### config.mk
export PLATFORM = sky130hd
export DESIGN_NAME = decode_imm_stage
export DESIGN_NICKNAME = d
export VERILOG_FILES = /design/src/rtl/decode_imm_stage.sv
export SDC_FILE = /design/constraint.sdc
export NUM_CORES = 1
export LEC_CHECK = 0
export ABC_AREA = 0
export BUFFER_PORTS_ARGS = -buffer_cell sky130_fd_sc_hd__clkbuf_2
export CORE_MARGIN = 4
export CORE_UTILIZATION = 55
export CTS_CLUSTER_DIAMETER = 150
export DETAILED_ROUTE_END_ITERATION = 16
export PLACE_DENSITY_LB_ADDON = 0.15
export SYNTH_ARGS = -nofsm -noshare
export SYNTH_HDL_FRONTEND = slang
export SYNTH_HIERARCHICAL = 1
export SYNTH_SLANG_ARGS = --single-unit
export TNS_END_PERCENT = 1
### constraint.sdc
create_clock -name i_clk -period 2.7 [get_ports i_clk]
set_input_delay 0.54 -clock i_clk [delete_from_list [all_inputs] [get_ports i_clk]]
set_output_delay 0.54 -clock i_clk [all_outputs]
set_load 0.03 [all_outputs]
### src/rtl/decode_imm_stage.sv
`default_nettype none
// ============================================================================
// Module   : decode_imm_stage (with helper imm_gen)
// Brief    : Decode-stage sequencer: classifies the opcode, generates the
//            immediate and holds up to two entries in a skid pipeline.
//            Optional macro DEC_ILLEGAL_EN enables unknown-opcode flagging.
// Revision : 1.0 - initial release
// ============================================================================

`ifndef R_FORM
`define R_FORM  2'd0
`endif
`ifndef JU_FORM
`define JU_FORM 2'd1
`endif
`ifndef I_FORM
`define I_FORM  2'd2
`endif
`ifndef BS_FORM
`define BS_FORM 2'd3
`endif

// Immediates drop their always-zero low bits: branch gives imm[12:1],
// JAL gives imm[20:1], LUI/AUIPC give imm[31:12]; all sign-extended.
module imm_gen #(
    parameter int XLEN = 64
) (
    input  logic [31:0]     i_instr,
    input  logic [1:0]      i_format,
    output logic [XLEN-1:0] o_imm
);
    always_comb begin
        o_imm = '0;
        case (i_format)
            `I_FORM:  o_imm = {{(XLEN-12){i_instr[31]}}, i_instr[31:20]};
            `BS_FORM: begin
                if (i_instr[6])
                    o_imm = {{(XLEN-12){i_instr[31]}}, i_instr[31], i_instr[7],
                             i_instr[30:25], i_instr[11:8]};
                else
                    o_imm = {{(XLEN-12){i_instr[31]}}, i_instr[31:25], i_instr[11:7]};
            end
            `JU_FORM: begin
                if (i_instr[6] && i_instr[3])
                    o_imm = {{(XLEN-20){i_instr[31]}}, i_instr[31], i_instr[19:12],
                             i_instr[20], i_instr[30:21]};
                else if (i_instr[6])
                    o_imm = {{(XLEN-12){i_instr[31]}}, i_instr[31:20]};
                else
                    o_imm = {{(XLEN-20){i_instr[31]}}, i_instr[31:12]};
            end
            default:  o_imm = '0;
        endcase
    end
endmodule

module decode_imm_stage #(
    parameter int XLEN = 64,
    parameter int PC_W = 64
) (
    input  logic            i_clk,
    input  logic            i_rst_n,
    input  logic            i_flush,
    input  logic            i_valid,
    output logic            o_ready,
    input  logic [31:0]     i_instr,
    input  logic [PC_W-1:0] i_pc,
    output logic            o_valid,
    input  logic            i_ready,
    output logic [31:0]     o_instr,
    output logic [PC_W-1:0] o_pc,
    output logic [1:0]      o_format,
    output logic [XLEN-1:0] o_imm,
    output logic            o_illegal
);
    typedef enum logic [1:0] {
        ST_EMPTY = 2'd0,
        ST_ONE   = 2'd1,
        ST_TWO   = 2'd2
    } state_t;

    typedef struct packed {
        logic [31:0]     instr;
        logic [PC_W-1:0] pc;
        logic [1:0]      fmt;
        logic [XLEN-1:0] imm;
        logic            ill;
    } entry_t;

    localparam entry_t RESET_ENTRY = '{instr: 32'h0000_0013, pc: '0,
                                       fmt: `R_FORM, imm: '0, ill: 1'b0};

    state_t state_q, state_d;
    logic   valid_q, valid_d;
    logic   ready_q, ready_d;
    entry_t head_q, head_d;
    entry_t skid_q, skid_d;

    logic [1:0]      dec_format;
    logic            dec_illegal;
    logic [XLEN-1:0] dec_imm;
    logic            in_fire;
    logic            out_fire;
    entry_t          new_entry;

    always_comb begin
        dec_illegal = 1'b0;
        case (i_instr[6:0])
            7'b0110111, 7'b0010111,
            7'b1101111, 7'b1100111: dec_format = `JU_FORM;
            7'b0000011, 7'b0010011,
            7'b0011011:             dec_format = `I_FORM;
            7'b1100011, 7'b0100011: dec_format = `BS_FORM;
            7'b0110011, 7'b0111011: dec_format = `R_FORM;
            default: begin
                dec_format = `R_FORM;
`ifdef DEC_ILLEGAL_EN
                dec_illegal = 1'b1;
`endif
            end
        endcase
    end

    imm_gen #(.XLEN(XLEN)) u_imm_gen (
        .i_instr  (i_instr),
        .i_format (dec_format),
        .o_imm    (dec_imm)
    );

    assign in_fire   = i_valid & ready_q;
    assign out_fire  = valid_q & i_ready;
    assign new_entry = '{instr: i_instr, pc: i_pc, fmt: dec_format,
                         imm: dec_imm, ill: dec_illegal};

    always_comb begin
        state_d = state_q;
        head_d  = head_q;
        skid_d  = skid_q;
        if (i_flush) begin
            state_d = ST_EMPTY;
        end else begin
            case (state_q)
                ST_EMPTY: begin
                    if (in_fire) begin
                        state_d = ST_ONE;
                        head_d  = new_entry;
                    end
                end
                ST_ONE: begin
                    if (in_fire && out_fire) begin
                        head_d  = new_entry;
                    end else if (in_fire) begin
                        state_d = ST_TWO;
                        skid_d  = new_entry;
                    end else if (out_fire) begin
                        state_d = ST_EMPTY;
                    end
                end
                ST_TWO: begin
                    if (out_fire) begin
                        state_d = ST_ONE;
                        head_d  = skid_q;
                    end
                end
                default: state_d = ST_EMPTY;
            endcase
        end
        valid_d = (state_d != ST_EMPTY);
        ready_d = (state_d != ST_TWO);
    end

    always_ff @(posedge i_clk or negedge i_rst_n) begin
        if (!i_rst_n) begin
            state_q <= ST_EMPTY;
            valid_q <= 1'b0;
            ready_q <= 1'b1;
            head_q  <= RESET_ENTRY;
            skid_q  <= RESET_ENTRY;
        end else begin
            state_q <= state_d;
            valid_q <= valid_d;
            ready_q <= ready_d;
            head_q  <= head_d;
            skid_q  <= skid_d;
        end
    end

    assign o_valid   = valid_q;
    assign o_ready   = ready_q;
    assign o_instr   = head_q.instr;
    assign o_pc      = head_q.pc;
    assign o_format  = head_q.fmt;
    assign o_imm     = head_q.imm;
    // Without DEC_ILLEGAL_EN the captured flag is constant zero.
    assign o_illegal = head_q.ill;
endmodule

`default_nettype wire

==> results.py, run 1 <==
metrics = {
    "floorplan": {
        "fp.dieH_um": 173,
        "dieWidth_um": 173,
        "core_area_um2": 26800,
        "row_count": 60,
        "die_area_um2": 29900,
        "io_pins": 266,
        "initial_core_util_pct": 55.7,
    },
    "logic_synthesis": {
        "ys_seq_area_share_pct": 55.0,
        "yosys-top-cells-area": "dfrtp_1 (54%), nand2_1 (8.6%), mux2_2 (7.2%), mux2_4 (6.8%), a31oi_1 (6.8%)",
        "synth.net_count": 1527,
        "synth_enable_flop_cells": 0,
        "yosys_warnings": 6,
        "postSynthCellCount": 1426,
        "synth_top_area_cell": "dfrtp_1",
        "synth_top_flop_cell": "dfrtp_1",
        "synth-async-reset-ratio_pct": 100,
        "netlist_area_um2": 14900,
        "ys_seq_elements": 328,
        "synth_top_area_share_pct": 53.8,
        "synth.avg_cell_area_um2": 10.5,
        "synth.distinct_cells": 49,
    },
    "power": {
        "vdd_drop_max_uv": 553,
        "p_sw_w": 0.00549,
        "p_leak_nw": 8.51,
        "seqPwrFrac_pct": 42.3,
        "p_sw_share_pct": 32.6,
        "p_clk_share_pct": 30.7,
        "p_int_w": 0.0114,
        "power.density_nw_per_um2": 955,
        "comb_power_share_pct": 27.1,
    },
    "final_layout": {
        "layout_common_cells": "nand2_1 (342), dfrtp_1 (321), clkbuf_2 (263)",
        "fin_area_um2": 17600,
        "drive_gt1_share_pct": 33.1,
        "mostFrequentLayoutCell": "nand2_1",
        "fin_util_pct": 65.8,
        "fillers": 2148,
        "antennaDiodeCount": 0,
        "area_delta_synth_final_pct": 18.1,
        "nets": 1725,
    },
    "cts": {
        "cts.repair.resized": 0,
        "cts.sinks": 328,
        "htree_levels": 2,
        "cts.clk_slew.worst_paths_ns": 0.06,
        "post-cts-setup-buffers": 0,
        "cts_buffers": 36,
        "cts_root_buf": "clkbuf_16",
        "hold_buffers": 1,
        "cts_tree": "yes",
        "cts.path.max_buffers": 3,
        "clk_latency_ns": 0.50,
    },
    "global_route": {
        "grt_pass1_vias": 10800,
        "grt_max_degree": 129,
        "busiest_layer": "met2",
        "grt_use_met2_pct": 36.9,
        "grt.met1_usage_pct": 33.2,
        "antenna_found_initial": 0,
        "grt.total_usage_pct": 23.2,
        "grt_first_pass_wirelength_um": 58200,
        "grt_remaining_overflow": 0,
        "use_met3_pct": 4.48,
    },
    "placement": {
        "portBuffers": 264,
        "pre_cts_ws_ns": 0.0484,
        "placed_area_um2": 16400,
        "place_congestion": 0.846,
        "hpwl_um": 22600,
    },
    "worst_setup_path": {
        "cp_cell_sequence": "clkbuf_2 -> buf_4 -> nor4bb_1 -> a31oi_1 -> nor2_1 -> buf_4 -> and2_1 -> a221oi_2 -> a311oi_1 -> buf_4 -> nand2_1 -> a31oi_1",
        "r2r_slack_ns": 0.72,
        "critPathLaunchType": "input port",
        "cp_top_family": "compound AO/OA/AOI/OAI gates",
        "end_kind": "flop",
        "cp_slowest_cell": "a311oi_1",
        "crit_path_frequent_cell": "buf_4",
        "max_stage_delay_ns": 0.32,
        "crit_fanout": 13,
        "arrival_ns": 2.56,
        "cp.required_ns": 3.12,
        "critPathKind": "input port to flop",
        "cp.buffers_inverters": 4,
    },
    "route": {
        "drtPass1Iterations": 5,
        "via_count": 11100,
        "drt_iter0_drc": 846,
        "routedWlPerCell_um": 17.7,
        "drcViolationCount": 0,
        "via_per_inst": 5.56,
        "ant_nets": 0,
        "routed_wl_um": 35200,
    },
    "sta": {
        "finalHoldViolations": 0,
        "min_period_over_period_pct": 79.3,
        "fmax_mhz": 467,
        "worstMarginPinSlew_ns": 0.549,
        "maxSlewViolCount": 0,
        "fin_crit_ns": 2.14,
        "setup-tns-final_ns": 0,
        "finalSetupViolCount": 0,
        "layout_setup_ws_ns": 0.559,
        "maxSlewHeadroom_pct": 63.4,
        "rsz0062_at_grt": "no",
        "final.setup_skew_ns": 0.0119,
    },
    "hold_path": {
        "hp-class": "input port to flop",
    },
    "status": {
        "status": "completed",
    },
    "run": {
        "cap_violations": 0,
    },
}
-- synthesized netlist by cell type, drive strengths merged, types with 2 or more instances --
| cell | count |
|---|---|
| nor2b | 4 |
| a31oi | 162 |
| o22ai | 2 |
| a221o | 3 |
| mux2 | 163 |
| o211ai | 2 |
| dfstp | 7 |
| o21a | 2 |
| a221oi | 2 |
| mux2i | 12 |
| a21oi | 14 |
| buf | 105 |
| o2bb2ai | 3 |
| inv | 4 |
| nand2 | 342 |
| and3 | 10 |
| nand2b | 6 |
| clkbuf | 41 |
| dfrtp | 321 |
| nor2 | 173 |
| a21o | 5 |
| o21ai | 25 |
| nand3b | 2 |
-- worst paths after layout --
check	endpoint	start	depth (start not counted)
worst max-delay path	o_imm[0]$_DFFE_PN0P_	i_instr[6]	12
worst min-delay path	o_instr[0]$_DFFE_PN1P_	i_instr[0]	3
worst max register to register	skid_q[81]$_DFFE_PN0P_	state_q[1]$_DFF_PN0_	4
worst min register to register	o_instr[1]$_DFFE_PN1P_	skid_q[132]$_DFFE_PN1P_	2
max in group asynchronous	skid_q[40]$_DFFE_PN0P_	i_rst_n	3
min in group asynchronous	skid_q[123]$_DFFE_PN0P_	i_rst_n	2
-- through the flow --
step	hold WS, ns	power (W)	cells
detailed placement	0.478	0.0118	1926
global route	0.269	0.0177	1989
finish	0.266	0.0168	1989
global placement	0.464	0.0116	1926
CTS	0.247	0.0170	1989
floorplan	0.244	0.0103	1426
-- registers in the layout, summed over array words and instances (netlist names) --
signal    flops
o_ready       1
state_q       2
o_instr      32
o_valid       1
skid_q      162
o_format      2
o_pc         64
o_imm        64
-- power groups by stage --
stage          clock, W  combinational (W)  sequential [W]
2_1_floorplan         0            0.00193         0.00835
3_3_place_gp          0            0.00451         0.00713
3_5_place_dp          0            0.00458         0.00719
4_1_cts         0.00527            0.00461         0.00712
5_1_grt         0.00549            0.00492         0.00729
6_report        0.00517            0.00456         0.00712
-- worst register-to-register path, stage by stage (launching register included) --
cell	delay, ns
dfrtp_1	0.48
and4bb_2	0.32
nand2b_4	0.32
buf_12	0.34
mux2_2	0.39
-- routing by layer --
metal	wire (µm)	share of wire (%)	up-vias
li1	-	-	5218
met1	15700	45	5435
met2	16400	47	352
met3	2210	6.3	58
met4	850	2.4	0
met5	0	0	-
-- cells by family (layout without fill, tap and decap cells) --
| kind of cell | after synthesis | count (layout) | share of synthesized area [%] |
|---|---|---|---|
| buffers and inverters | 150 | 372 | 6.16 |
| muxes | 175 | 175 | 14.8 |
| DFF | 328 | 328 | 55.0 |
| and+or+nand+nor | 545 | 545 | 14.4 |
| other | 1 | 1 | 0.0251 |
| AOI/OAI and AO/OA | 227 | 227 | 9.61 |
-- final cells by class --
class	instances	area (µm²)	area share (%)
sequential	328	8220	46.6
multi-input combinational	948	5830	33.1
timing repair buffer	306	1890	10.7
clock buffer	50	1070	6.09
tap	341	427	2.42
clock inverter	12	188	1.06
inverter	4	15.0	0.0851
Note: power is estimated with default switching activity, not from simulation.
==> run 2, diff against run 1 <==
--- a/config.mk
+++ b/config.mk
@@ -8,7 +8,7 @@
 export ABC_AREA = 0
 export BUFFER_PORTS_ARGS = -buffer_cell sky130_fd_sc_hd__clkbuf_2
 export CORE_MARGIN = 4
-export CORE_UTILIZATION = 55
+export CORE_UTILIZATION = 52
 export CTS_CLUSTER_DIAMETER = 150
 export DETAILED_ROUTE_END_ITERATION = 16
 export PLACE_DENSITY_LB_ADDON = 0.15
==> constraint.sdc (replaced) <==
create_clock -name i_clk -period 1.92 [get_ports i_clk]
set_input_delay 0.384 -clock i_clk [delete_from_list [all_inputs] [get_ports i_clk]]
set_output_delay 0.384 -clock i_clk [all_outputs]
set_load 0.03 [all_outputs]
==> run 2 against run 1 <==
Count of clock-buffer cells in the layout stayed put. Clock power grew 35%. Largest cell class unchanged. Power rose by 40%. Final area increased by 1.6%. Final cell count increased by 3.0%. Utilization is 2.0 points lower. Hold slack worse by 0.15 ns. Largest power group unchanged. Global-route usage up 0.054 points. Critical path depth decreased by 3.
==> results.py, run 2 (same netlist as run 1, synthesis figures left out) <==
metrics = {
    "status": {
        "status": "completed",
    },
    "sta": {
        "maxSlewViolCount": 0,
        "rsz0062_at_grt": "yes",
        "fmax_mhz": 527,
        "min_period_over_period_pct": 98.8,
        "finalHoldViolations": 0,
        "fin_crit_ns": 1.90,
        "final.setup_skew_ns": 0.0181,
        "finalSetupViolCount": 0,
    },
    "floorplan": {
        "core_area_um2": 28100,
        "initial_core_util_pct": 53.2,
        "row_count": 61,
        "dieWidth_um": 177,
        "io_pins": 266,
        "fp.dieH_um": 177,
        "die_area_um2": 31500,
    },
    "final_layout": {
        "regMostFlops": "skid_q",
        "fin_area_um2": 17900,
        "drive_gt1_share_pct": 34.0,
        "area_delta_synth_final_pct": 19.9,
        "antennaDiodeCount": 0,
        "mostFrequentLayoutCell": "nand2_1",
        "nets": 1748,
        "fillers": 2338,
        "largest_register_ffs": 162,
        "multiInputGateArea_um2": 5850,
        "layout_common_cells": "nand2_1 (342), dfrtp_1 (321), clkbuf_2 (263)",
        "register_area_um2": 8220,
    },
    "placement": {
        "place_congestion": 0.854,
        "portBuffers": 264,
        "hpwl_um": 24100,
        "placed_area_um2": 16700,
    },
    "cts": {
        "cts.path.max_buffers": 3,
        "cts.clk_slew.worst_paths_ns": 0.06,
        "post-cts-setup-buffers": 0,
        "cts_buffers": 37,
        "htree_levels": 2,
        "cts.sinks": 328,
        "clk_latency_ns": 0.50,
        "cts_tree": "yes",
        "cts_root_buf": "clkbuf_16",
    },
    "worst_setup_path": {
        "max_stage_delay_ns": 0.46,
        "r2r_start": "o_ready$_DFF_PN1_",
        "cp_slowest_cell": "or4_4",
        "cp_top_family": "multiplexers",
        "crit_fanout": 4,
        "critPathKind": "input port to flop",
        "cp.buffers_inverters": 3,
        "end_kind": "flop",
        "cp.required_ns": 2.30,
        "critPathLaunchType": "input port",
        "cp_cell_sequence": "clkbuf_2 -> mux2_2 -> or4_4 -> inv_4 -> buf_4 -> nor2_2 -> a22o_1 -> a211o_1 -> mux2_2",
        "crit_cells": 9,
        "crit_start": "i_instr[5]",
        "rr_endpoint": "o_pc[44]$_DFFE_PN0P_",
        "r2r_slack_ns": 0.12,
        "crit_path_frequent_cell": "mux2_2",
        "worstRegToRegCells": 6,
        "arrival_ns": 2.28,
        "cp-endpoint": "skid_q[8]$_DFFE_PN0P_",
    },
    "route": {
        "drtPass1Iterations": 5,
        "via_count": 11200,
        "met2_length_um": 16700,
        "ant_nets": 0,
        "drt_iter0_drc": 865,
        "via_per_inst": 5.48,
        "drcViolationCount": 0,
        "routed_wl_um": 37000,
        "routedWlPerCell_um": 18.1,
        "wl_met3_um": 2580,
        "top_layer_used": "met4",
        "wl_met1_um": 16900,
    },
    "power": {
        "power.density_nw_per_um2": 1320,
        "finalPower_w": 0.0236,
        "p_leak_nw": 8.62,
        "vdd_drop_max_uv": 645,
    },
    "global_route": {
        "grt.total_usage_pct": 23.3,
        "grt_max_degree": 87,
        "grt_pass1_vias": 11000,
        "antenna_found_initial": 0,
        "grt_first_pass_wirelength_um": 59700,
        "grt_remaining_overflow": 0,
    },
    "hold_path": {
        "hp-class": "input port to flop",
    },
    "run": {
        "cap_violations": 0,
    },
}
run 2: cell type report:
class	count	area share, %
multi-input cells	948	32.7
repair buffers	328	12.0
clock inverters	12	0.824
well taps	378	2.64
flip-flops and latches	328	45.9
clock buffers	50	5.90
inverters	4	0.0978
run 2: power by group:
part | leakage [nW] | switching [W] | total (W) | internal, W
Clock | 0.589 | 0.00274 | 0.00700 | 0.00426
Sequential | 3.96 | 0.00115 | 0.0100 | 0.00888
Combinational | 4.07 | 0.00395 | 0.00656 | 0.00260
run 2: stage by stage:
| step | setup TNS, ns | setup WS [ns] | instances | hold slack [ns] | utilization (%) |
|---|---|---|---|---|---|
| 5_1_grt | -0.0508 | -0.0219 | 2048 | 0.112 | 63.8 |
| 3_3_place_gp | -48.54 | -0.558 | 1985 | 0.302 | 59.4 |
| 6_report | 0 | 0.0221 | 2048 | 0.111 | 63.8 |
| 2_1_floorplan | -31.53 | -0.336 | 1426 | 0.0884 | - |
| 4_1_cts | 0 | 0.0311 | 2048 | 0.0964 | 63.7 |
| 3_5_place_dp | -49.11 | -0.572 | 1985 | 0.299 | 59.4 |
run 2: tightest hold or removal path, stage by stage:
cell and delay, ns:
clkbuf_2 0.10, nand2_1 0.05, a31oi_1 0.07
run 2: what timing repair did:
action | 4_1_cts | 5_1_grt
setup endpoints to repair | 14 | 21
gates resized for setup | 2 | 6
hold buffers | 1 | 0
pin swaps | 0 | 1
hold endpoints to repair | 26 | 0
run 2: worst min-delay path by stage:
stage               start                 endpoint  slack (ns)  cells after the start
2_1_floorplan     i_rst_n  o_format[0]$_DFFE_PN0P_        0.09                      0
3_3_place_gp      i_rst_n  skid_q[116]$_DFFE_PN0P_        0.30                      1
3_5_place_dp      i_rst_n  skid_q[116]$_DFFE_PN0P_        0.30                      1
4_1_cts        i_instr[0]   o_instr[0]$_DFFE_PN1P_         0.1                      3
5_1_grt        i_instr[0]   o_instr[0]$_DFFE_PN1P_        0.11                      3
6_report       i_instr[0]   o_instr[0]$_DFFE_PN1P_        0.11                      3
run 2: layer usage:
metal  up-vias  track usage [%]
li1       5278                -
met1      5519             35.2
met2       378             35.3
met3        52             3.88
met4         0             5.80
met5         -                0
